<file path="src/rtl/iob_soc_opencryptolinux_iob_arbiter_pkg.sv">
// Shared constants for the IOb round-robin arbiter.
//   - FSM state encodings (IDLE=0, REQ=1, RESP=2)
//   - default read data returned when the response watchdog expires
package iob_soc_opencryptolinux_iob_arbiter_pkg;

  localparam logic [1:0] ST_IDLE = 2'd0;  // no owner
  localparam logic [1:0] ST_REQ  = 2'd1;  // owner's request forwarded to slave
  localparam logic [1:0] ST_RESP = 2'd2;  // read accepted, waiting for rvalid

  localparam logic [31:0] ERR_DATA_DEFAULT = 32'hDEAD_BEEF;

endpackage

</file>
<file path="src/rtl/iob_soc_opencryptolinux_iob_arbiter_rr_prio.sv">
// iob_rr_prio: combinational round-robin priority picker.
// Picks the first set bit of req at or above ptr, searching upward and
// wrapping around at N.
//   req : N-bit request vector
//   ptr : index where the search starts
//   gnt : one-hot grant (zero when no request)
//   idx : encoded index of the granted bit
//   any : at least one request present
module iob_rr_prio #(
  parameter int N     = 2,
  parameter int IDX_W = $clog2(N)
) (
  input  logic [N-1:0]     req,
  input  logic [IDX_W-1:0] ptr,
  output logic [N-1:0]     gnt,
  output logic [IDX_W-1:0] idx,
  output logic             any
);

  // ptr + off, wrapped into 0..N-1 (off < N, so one subtraction suffices)
  function automatic logic [IDX_W-1:0] wrap_idx(input logic [IDX_W-1:0] p,
                                                 input int off);
    int s;
    s = int'(p) + off;
    if (s >= N) s = s - N;
    return IDX_W'(s);
  endfunction

  always_comb begin
    gnt = '0;
    idx = '0;
    any = 1'b0;
    for (int i = 0; i < N; i++) begin
      if (!any && req[wrap_idx(ptr, i)]) begin
        any                   = 1'b1;
        idx                   = wrap_idx(ptr, i);
        gnt[wrap_idx(ptr, i)] = 1'b1;
      end
    end
  end

endmodule

</file>
<file path="src/rtl/iob_soc_opencryptolinux_iob_arbiter.sv">
// N-master to 1-slave round-robin arbiter on the IOb native bus.
// At most one transaction is in flight; a watchdog answers reads the slave
// never completes with ERR_DATA and sets a sticky timeout flag.
//
// Handshake: a master request is accepted in the cycle where it holds
// m_valid_i and sees its m_ready_o bit high; a read response is delivered in
// the single cycle where its m_rvalid_o bit is high, with data on m_rdata_o.
// Masters must hold valid (and address/data/strobe) until accepted.
//
// Ports:
//   clk_i, rst_i (sync, active-high), cke_i (clock enable, freezes state)
//   m_valid_i/m_addr_i/m_wdata_i/m_wstrb_i : packed per-master requests
//   m_rdata_o (shared), m_ready_o, m_rvalid_o (per master)
//   s_valid_o/s_addr_o/s_wdata_o/s_wstrb_o : request to the slave
//   s_rdata_i/s_ready_i/s_rvalid_i         : slave response
//   grant_o   : one-hot current owner, zero when idle
//   timeout_o : sticky watchdog-expired flag, cleared only by reset
module iob_soc_opencryptolinux_iob_arbiter
  import iob_soc_opencryptolinux_iob_arbiter_pkg::*;
#(
  parameter int N_MASTERS = 2,
  parameter int ADDR_W    = 12,
  parameter int DATA_W    = 32,
  parameter int TIMEOUT_W = 8,
  parameter logic [DATA_W-1:0] ERR_DATA = DATA_W'(ERR_DATA_DEFAULT)
) (
  input  logic                          clk_i,
  input  logic                          rst_i,
  input  logic                          cke_i,
  input  logic [N_MASTERS-1:0]          m_valid_i,
  input  logic [N_MASTERS*ADDR_W-1:0]   m_addr_i,
  input  logic [N_MASTERS*DATA_W-1:0]   m_wdata_i,
  input  logic [N_MASTERS*DATA_W/8-1:0] m_wstrb_i,
  output logic [DATA_W-1:0]             m_rdata_o,
  output logic [N_MASTERS-1:0]          m_ready_o,
  output logic [N_MASTERS-1:0]          m_rvalid_o,
  output logic                          s_valid_o,
  output logic [ADDR_W-1:0]             s_addr_o,
  output logic [DATA_W-1:0]             s_wdata_o,
  output logic [DATA_W/8-1:0]           s_wstrb_o,
  input  logic [DATA_W-1:0]             s_rdata_i,
  input  logic                          s_ready_i,
  input  logic                          s_rvalid_i,
  output logic [N_MASTERS-1:0]          grant_o,
  output logic                          timeout_o
);

  localparam int IDX_W  = $clog2(N_MASTERS);
  localparam int STRB_W = DATA_W / 8;
  localparam logic [TIMEOUT_W-1:0] WD_MAX = '1;

  logic [1:0]           state;
  logic [IDX_W-1:0]     owner;
  logic [N_MASTERS-1:0] owner_oh;
  logic [IDX_W-1:0]     rr_ptr;
  logic [TIMEOUT_W-1:0] wd_cnt;
  logic                 timeout_q;

  logic [N_MASTERS-1:0] pick_gnt;
  logic [IDX_W-1:0]     pick_idx;
  logic                 pick_any;
  logic [IDX_W-1:0]     next_ptr;

  logic [31:0]          owner_base;
  logic                 owner_valid;
  logic [ADDR_W-1:0]    owner_addr;
  logic [DATA_W-1:0]    owner_wdata;
  logic [STRB_W-1:0]    owner_wstrb;
  logic                 in_req;
  logic                 in_resp;
  logic                 wd_expired;
  logic                 rsp_ok;
  logic                 rsp_to;

  iob_rr_prio #(
    .N     (N_MASTERS),
    .IDX_W (IDX_W)
  ) u_prio (
    .req (m_valid_i),
    .ptr (rr_ptr),
    .gnt (pick_gnt),
    .idx (pick_idx),
    .any (pick_any)
  );

  assign next_ptr = (pick_idx == IDX_W'(N_MASTERS - 1)) ? '0 : pick_idx + IDX_W'(1);

  assign owner_base  = 32'(owner);
  assign owner_valid = m_valid_i[owner];
  assign owner_addr  = m_addr_i[owner_base*ADDR_W +: ADDR_W];
  assign owner_wdata = m_wdata_i[owner_base*DATA_W +: DATA_W];
  assign owner_wstrb = m_wstrb_i[owner_base*STRB_W +: STRB_W];

  assign in_req     = (state == ST_REQ);
  assign in_resp    = (state == ST_RESP);
  assign wd_expired = in_resp && (wd_cnt == WD_MAX);
  // A real response wins over an expiry landing in the same cycle.
  assign rsp_ok     = in_resp && s_rvalid_i;
  assign rsp_to     = wd_expired && !s_rvalid_i;

  always_ff @(posedge clk_i) begin
    if (rst_i) begin
      state     <= ST_IDLE;
      owner     <= '0;
      owner_oh  <= '0;
      rr_ptr    <= '0;
      wd_cnt    <= '0;
      timeout_q <= 1'b0;
    end else if (cke_i) begin
      case (state)
        ST_IDLE: begin
          if (pick_any) begin
            state    <= ST_REQ;
            owner    <= pick_idx;
            owner_oh <= pick_gnt;
            rr_ptr   <= next_ptr;
          end
        end
        ST_REQ: begin
          // An owner that withdraws before acceptance aborts; a ready seen
          // with rvalid in the same cycle counts only as acceptance.
          if (!owner_valid) begin
            state <= ST_IDLE;
          end else if (s_ready_i) begin
            if (|owner_wstrb) begin
              state <= ST_IDLE;
            end else begin
              state  <= ST_RESP;
              wd_cnt <= '0;
            end
          end
        end
        ST_RESP: begin
          if (rsp_ok) begin
            state <= ST_IDLE;
          end else if (wd_expired) begin
            state     <= ST_IDLE;
            timeout_q <= 1'b1;
          end else begin
            wd_cnt <= wd_cnt + TIMEOUT_W'(1);
          end
        end
        default: state <= ST_IDLE;
      endcase
    end
  end

  // Everything below is a pure function of the (possibly frozen) state and
  // the current inputs.
  assign grant_o    = (state != ST_IDLE) ? owner_oh : '0;
  assign timeout_o  = timeout_q;

  assign s_valid_o  = in_req && owner_valid;
  assign s_addr_o   = in_req ? owner_addr  : '0;
  assign s_wdata_o  = in_req ? owner_wdata : '0;
  assign s_wstrb_o  = in_req ? owner_wstrb : '0;

  assign m_ready_o  = (in_req && s_ready_i) ? owner_oh : '0;
  assign m_rvalid_o = (rsp_ok || rsp_to) ? owner_oh : '0;
  assign m_rdata_o  = rsp_to  ? ERR_DATA  :
                      in_resp ? s_rdata_i : '0;

endmodule

</file>
<file path="config.mk">
export PLATFORM = sky130hd
export DESIGN_NAME = iob_soc_opencryptolinux_iob_arbiter
export DESIGN_NICKNAME = d
export VERILOG_FILES = /design/src/rtl/iob_soc_opencryptolinux_iob_arbiter_pkg.sv /design/src/rtl/iob_soc_opencryptolinux_iob_arbiter_rr_prio.sv /design/src/rtl/iob_soc_opencryptolinux_iob_arbiter.sv
export SDC_FILE = /design/constraint.sdc
export NUM_CORES = 1
export LEC_CHECK = 0
export ABC_AREA = 1
export CAP_MARGIN = 20
export CORE_MARGIN = 8
export CORE_UTILIZATION = 28
export CTS_CLUSTER_DIAMETER = 50
export DETAILED_ROUTE_END_ITERATION = 12
export HOLD_SLACK_MARGIN = 0.15
export PLACE_DENSITY_LB_ADDON = 0.3
export SLEW_MARGIN = 20
export SYNTH_ARGS = -nofsm -noshare
export SYNTH_HDL_FRONTEND = slang
export SYNTH_HIERARCHICAL = 1
export SYNTH_SLANG_ARGS = --single-unit
export TNS_END_PERCENT = 5
</file>
<file path="constraint.sdc">
create_clock -name clk_i -period 2.4 [get_ports clk_i]
set_input_delay 0.6 -clock clk_i [delete_from_list [all_inputs] [get_ports clk_i]]
set_output_delay 0.6 -clock clk_i [all_outputs]
set_load 0.005 [all_outputs]
</file>
==> impl_results.md, run 1 <==
- Via/cell ratio: 4.70
- Largest net degree at the start of global routing: 39
- Placed cell area: 4420 sq um
- Total global routing overflow: 0
- Dpl cells: 698
- Post-route DRC: 0
- Initial antenna violation count: 0
- CP Launch Type: register
- Pwr dens: 287 nW/um^2
- Cell taking the most area after synthesis: nand2_1
- Max VDD drop: 0.165 mV
- Seq/Total Area, Yosys: 15.4%
- Top Ports: 223
- Synth async-reset ratio: 0%
- Post-synth EDFFs: 0
- Tmin final: 2.48 ns
- Layout Nets: 760
- Synth Area in XOR/XNOR: 0.449%
- Setup WS post-layout: -0.0810 ns
- Netlist Area Pre-Place: 1950 sq um
- Highest-delay cell along the critical path: clkdlybuf4s50_1
- Reg2reg path depth: 11
- Slew Limit Headroom: 81.4%
- Leakage: 2.67 nW
- Hold buffer count at cts: 0
- Routed vias: 3305
- Vias in the first global route: 3273
- Status: complete, but fails checks
- H-Tree Depth: 1
- Hold Crit Depth: 2
- Crit path from: state[1]
- Area share of and/or/nand/nor cells after synthesis: 52.7%
- RSZ-0062 raised after global routing: yes
- YS warnings: 6
- CTS root buf: clkbuf_8
- Clock transition at path regs: 0.06 ns
- Worst skew pair latency: 0.25 ns
- Detailed Route Iter0 Violations: 129
- Non-Filler Instances: 703
- Die area: 9890 sq um
- Antenna-violating nets left: 0
- TritonCTS clock tree: done
- Min-Delay Path Class: register to register
- First-pass GRT wire length: 16600 microns
- Stages on worst setup path: 8
- Worst-Margin Slew: 0.278 ns
- DIE WIDTH: 99.4 microns
- Synth top area share: 36.6%
- Die height: 99.4 microns
- Max Freq: 403 MHz
- WP data required: 1.80 ns
- CP Capture Point: m_rvalid_o[1]
- Avg Cell Area, Syn: 5.01 sq um
- Design area: 4570 sq um
- CP Cell Sequence: inv_1, nor2_2, buf_4, nand2_1, nand2_1, inv_1, nor2_1, clkdlybuf4s50_1
- WS Path Type: register to output pin
- Mapped Nets: 525
- Worst Skew: 0.00140 ns
- Area delta synth->final: 135%
- Area of the core: 6760 sq um
- Critical Path AT: 1.88 ns
- Layout cell share with drive strength beyond 1: 9.63%
- DP HPWL: 9090 microns
- Largest cells by area after synthesis: nand2_1, a21oi_1, dfxtp_1
- WL/cell: 15.4 microns
- Setup crit end kind: output pin
- Synth Area in Compound Gates: 19.9%
- Final hold vios: 0
- Yosys cell types: 25
- Post-synthesis adder-cell area fraction: 0.642%
- Period utilization: 103%
- Main flop type after synthesis: dfxtp_1
- GR Util All Layers: 20.6%
- R2R setup slack: 0.58 ns
- Max-slew violations: 0
- FP Rows: 30
- Total power: 1.31 mW
- Flops & latches, synth: 15
- Num CTS Buffers: 3
- Mux cell area share after synthesis: 0%
- Worst R2R End: wd_cnt[6]
- Failing checks: setup timing
- Crit-path max cell delay: 0.53 ns
- DRT Wirelength: 10800 microns
- Number of diodes: 0
- CP delay by family, top: buffers and inverters
- Clk buf depth: 2
- Main combinational cell family by area after synthesis: simple AND/OR/NAND/NOR gates
- GP Congestion: 0.883
- Post-synth top cells: nand2_1, a21oi_1, nor2_1
- WP buf/inv: 4
- # clock sinks: 15
- Worst Hold Margin: 0.479 ns
- DRT Pass-1 Iters: 5
- Most used standard cell by instance count after synthesis: nand2_1
- Starting Density: 28.9%
- R2R Path Start: owner
- Port Buffers: 222
- CP max FO: 3
- Final Setup Violations: 10
- Maxcap violations: 0
- Synthesized instance count: 389
[power by group]
| part | internal [mW] | switching, mW |
|---|---|---|
| Clock | 0.118 | 0.0927 |
| Sequential | 0.267 | 0.0117 |
| Combinational | 0.468 | 0.356 |
| Total | 0.852 | 0.461 |
[repair_timing]
action | 4_1_cts | 5_1_grt
setup endpoints to repair | 77 | 67
setup buffers | 1 | 0
resized for setup | 28 | 45
pin swaps | 1 | 1
[cell families after synthesis]
family	Yosys count
flops	15
fa+ha+maj	1
buf+inv	48
xor+xnor	1
compound gates	75
simple gates	249
[per-stage QoR]
stage	setup TNS [ns]	setup slack, ns	utilization (%)
after global placement	-5.87	-0.212	65.4
after global routing	-2.15	-0.254	67.7
final	-0.602	-0.0810	67.7
after detailed placement	-6.25	-0.212	65.4
after CTS	-4.60	-0.191	66.0
after floorplan	0	0.420	-
[layout by cell type, fill, tap and decap left out]
cell,netlist,routed
a211oi_1,1,1
a21oi_1,65,64
a21oi_2,2,3
buf_12,0,3
buf_4,2,27
buf_6,3,1
buf_8,0,1
clkbuf_1,16,1
clkbuf_8,0,3
clkdlybuf4s50_1,0,161
dfxtp_1,15,12
dfxtp_2,0,3
dlygate4sd2_1,0,24
dlymetal6s2s_1,0,37
ha_2,0,1
inv_1,22,22
inv_2,2,2
nand2_1,190,189
nand2_2,2,3
nand3_1,13,13
nand3_2,7,6
nand3_4,0,1
nand4_1,1,1
nor2_1,29,28
nor2_2,2,2
nor2_4,2,3
nor3_1,2,2
o21ai_0,6,6
o21bai_1,1,1
or2_2,1,1
xnor2_1,1,1
[registers in the layout, indices dropped and copies added, names as in the netlist]
signal,flops
wd_cnt,8
owner_oh,2
state,2
owner,1
rr_ptr,1
timeout_o,1
[worst reg2reg max path, delay by kind of cell, from the launching register on]
| kind | cells | cell delay (ns) |
|---|---|---|
| simple gates | 7 | 0.90 |
| flops | 1 | 0.42 |
| buf+inv | 3 | 0.37 |
| compound gates | 1 | 0.05 |
[worst min-delay path by stage]
stage               from   endpoint  slack, ns
4_1_cts        timeout_o  timeout_o       0.48
5_1_grt         state[0]   state[0]       0.51
3_5_place_dp   timeout_o  timeout_o       0.46
3_3_place_gp   timeout_o  timeout_o       0.46
6_report       timeout_o  timeout_o       0.48
2_1_floorplan     rr_ptr     rr_ptr       0.46
[cell type report]
cell class,instances,area [sq um]
well taps,80,100
fillers,571,2180
repair buffers,254,2570
flip-flops and latches,15,304
clock buffers,4,45.0
multi-input cells,326,1460
inverters,24,90.1
[layer usage]
layer  up-vias  track usage, %  routed length, microns
met5         -               0                       0
met4         0            5.01                     259
met3        24            9.01                    1030
met2       126            38.2                    5890
met1      1463            20.4                    3620
li1       1692               -                       -
Power figures use the tool's default switching activity.
==> run 2, diff against run 1 <==
- clock period: 2.4 -> 2.8 ns (I/O delays scaled with it)
==> run 2 against run 1 <==
  * Critical path depth is 2 lower
  * Total power is 14% lower
  * The run now ends clean
  * Register-to-register slack better by 0.49 ns
  * Die area stayed put
  * Critical path type is now input port to output pin
  * Sequential share of layout area is 0.30 points higher
  * Via count is 1.5% lower
  * Routed wire length is 0.93% lower
  * Worst setup slack better by 0.14 ns
  * Sequential power is 14% lower
  * Clock-buffer cell count is 1 lower
  * Non-clock buffer count is 15 lower
  * Core utilization is 2.6 points lower
==> impl_results.md, run 2 (synthesis results as in run 1) <==
- Status: complete, no violations
- Total global routing overflow: 0 (unchanged)
- Post-route DRC: 0 (unchanged)
- DRT Pass-1 Iters: 4 (-1)
- Top Ports: 223 (unchanged)
- Clk buf depth: 2 (unchanged)
- Clk network pwr share: 16.3% (+0.3 points)
- H-Tree Depth: 1 (unchanged)
- DIE WIDTH: 99.4 microns (unchanged)
- Tmin final: 2.74 ns
- Max VDD drop: 0.179 mV (+8.5%)
- Reg power frac: 21.3% (about the same)
- First-pass GRT wire length: 16400 microns (-0.83%)
- Starting Density: 28.9% (unchanged)
- Worst-Margin Slew: 0.458 ns (+0.180 ns)
- Dpl cells: 683 (-2.1%)
- Die height: 99.4 microns (unchanged)
- Leakage: 1.90 nW (-29%)
- Logic pwr share: 62.4% (-0.4 points)
- Num CTS Buffers: 3 (unchanged)
- Slew Limit Headroom: 69.4% (-12 points)
- Area delta synth->final: 125%
- Routed vias: 3256 (-1.5%)
- Via/cell ratio: 4.73 (+0.67%)
- FP Rows: 30 (unchanged)
- Max-slew violations: 0 (unchanged)
- Critical Path AT: 2.04 ns (+0.16 ns)
- Worst skew pair latency: 0.25 ns (about the same)
- Die area: 9890 sq um (unchanged)
- Max reg flops: 8 (unchanged)
- Final hold vios: 0 (unchanged)
- Max Freq: 365 MHz
- DP HPWL: 9080 microns (-0.14%)
- Largest net degree at the start of global routing: 30 (-23%)
- Switching component of the power: 0.400 mW (-13%)
- Layout cell share with drive strength beyond 1: 7.57% (-2.1 points)
- Sw Ratio: 35.6% (+0.48 points)
- Min-Delay Path Class: register to register
- Number of diodes: 0 (unchanged)
- WS Path Type: input port to output pin
- WL/cell: 15.6 microns (+1.2%)
- Commonest non-fill, non-tap cells in the layout: clkdlybuf4s50_1, nand2_1, a21oi_1
- GP Congestion: 0.858 (-2.8%)
- CP max FO: 2 (-1)
- Commonest non-fill, non-tap cell in the layout: clkdlybuf4s50_1
- Initial antenna violation count: 0 (unchanged)
- Detailed Route Iter0 Violations: 126 (-2.3%)
- Int Pwr: 0.725 mW (-15%)
- DRT Wirelength: 10700 microns (-0.93%)
- Area of the core: 6760 sq um (unchanged)
- Biggest register: wd_cnt
- Setup crit end kind: output pin
- TritonCTS clock tree: done
- Biggest regs: wd_cnt: 8 flops, owner_oh: 2 flops, state: 2 flops
- Antenna-violating nets left: 0 (unchanged)
- Clock transition at path regs: 0.07 ns (about the same)
- Maxcap violations: 0 (unchanged)
- Vias in the first global route: 3263 (-0.31%)
- GR Util All Layers: 20.5% (-0.078 points)
- Sum Neg Setup Slack: 0 ns (+0.602 ns)
- Period utilization: 97.8%
- Non-Filler Instances: 688 (-2.1%)
- CTS root buf: clkbuf_8
- Pwr dens: 256 nW/um^2 (-11%)
- # clock sinks: 15 (unchanged)
- Port Buffers: 222 (unchanged)
- Worst Skew: 0.00340 ns (+0.00200 ns)
- Layout Nets: 745 (-2.0%)
- RSZ-0062 raised after global routing: no
- CP Launch Type: input port
- WP data required: 2.10 ns (+0.30 ns)
- Final Setup Violations: 0 (-10)
==> run 2: changes by cell type in the layout (fill, tap and decap cells not counted), moves of 2 or more <==
cell,delta
dlymetal6s2s_1,-34
clkdlybuf4s50_1,+54
dfxtp_2,-2
nand2_1,-2
nand2_2,+2
dlygate4sd2_1,-20
buf_4,-12
==> run 2: layer usage <==
metal  global-route usage [%]  routed length, microns  share of wire [%]  vias to the layer above
li1                         -                       -                  -                     1664
met1                     19.9                    3920                 37                     1455
met2                     39.9                    5790                 54                      119
met3                     7.19                     762                7.1                       18
met4                     5.24                     227                2.1                        0
met5                        0                       0                  0                        -
==> run 2: area by class of cell <==
type,instances,area [sq um]
clock buffers,3,41.3
clock inverters,1,5.00
fillers,606,2360
inverters,24,90.1
multi-input cells,326,1480
flip-flops and latches,15,305
well taps,80,100
repair buffers,239,2380
==> run 2: repair_timing <==
item | in CTS | in global routing
pin swaps | 1 | 2
hold buffers | 0 | 0
gates resized for setup | 10 | 9
setup buffers | 1 | 0
endpoints found under the setup margin | 26 | 23
==> run 2: power by group through the flow <==
stage / clock network [mW] / logic [mW] / registers [mW]
floorplan: 0 / 0.276 / 0.241
global placement: 0 / 0.692 / 0.242
detailed placement: 0 / 0.701 / 0.242
CTS: 0.191 / 0.705 / 0.238
global route: 0.196 / 0.768 / 0.242
finish: 0.183 / 0.703 / 0.240
==> run 2: worst max-delay path, stage by stage <==
cell and delay, ns:
clkdlybuf4s50_1 0.49, nand2_1 0.10, nand2_2 0.10, nand2_1 0.09, inv_1 0.06, clkdlybuf4s50_1 0.50
==> run 2: through the flow <==
step	util, %	instance area (sq um)	power [mW]	worst slack, ns	hold WS [ns]
floorplan	-	1950	0.518	0.720	0.458
global placement	63.6	4290	0.935	-0.0253	0.468
detailed placement	63.6	4290	0.944	-0.0118	0.476
CTS	64.5	4360	1.13	0.00191	0.487
global route	65.1	4400	1.21	0.00317	0.519
finish	65.1	4400	1.13	0.0621	0.483
==> run 2: final timing paths <==
kind / startpoint / end / slack [ns] / cells after the start
setup / recovery: m_valid_i[0] / s_valid_o / 0.06 / 6
setup reg to reg: owner / wd_cnt[4] / 1.07 / 8
hold / removal: rr_ptr / rr_ptr / 0.48 / 2
hold reg to reg: rr_ptr / rr_ptr / 0.48 / 2
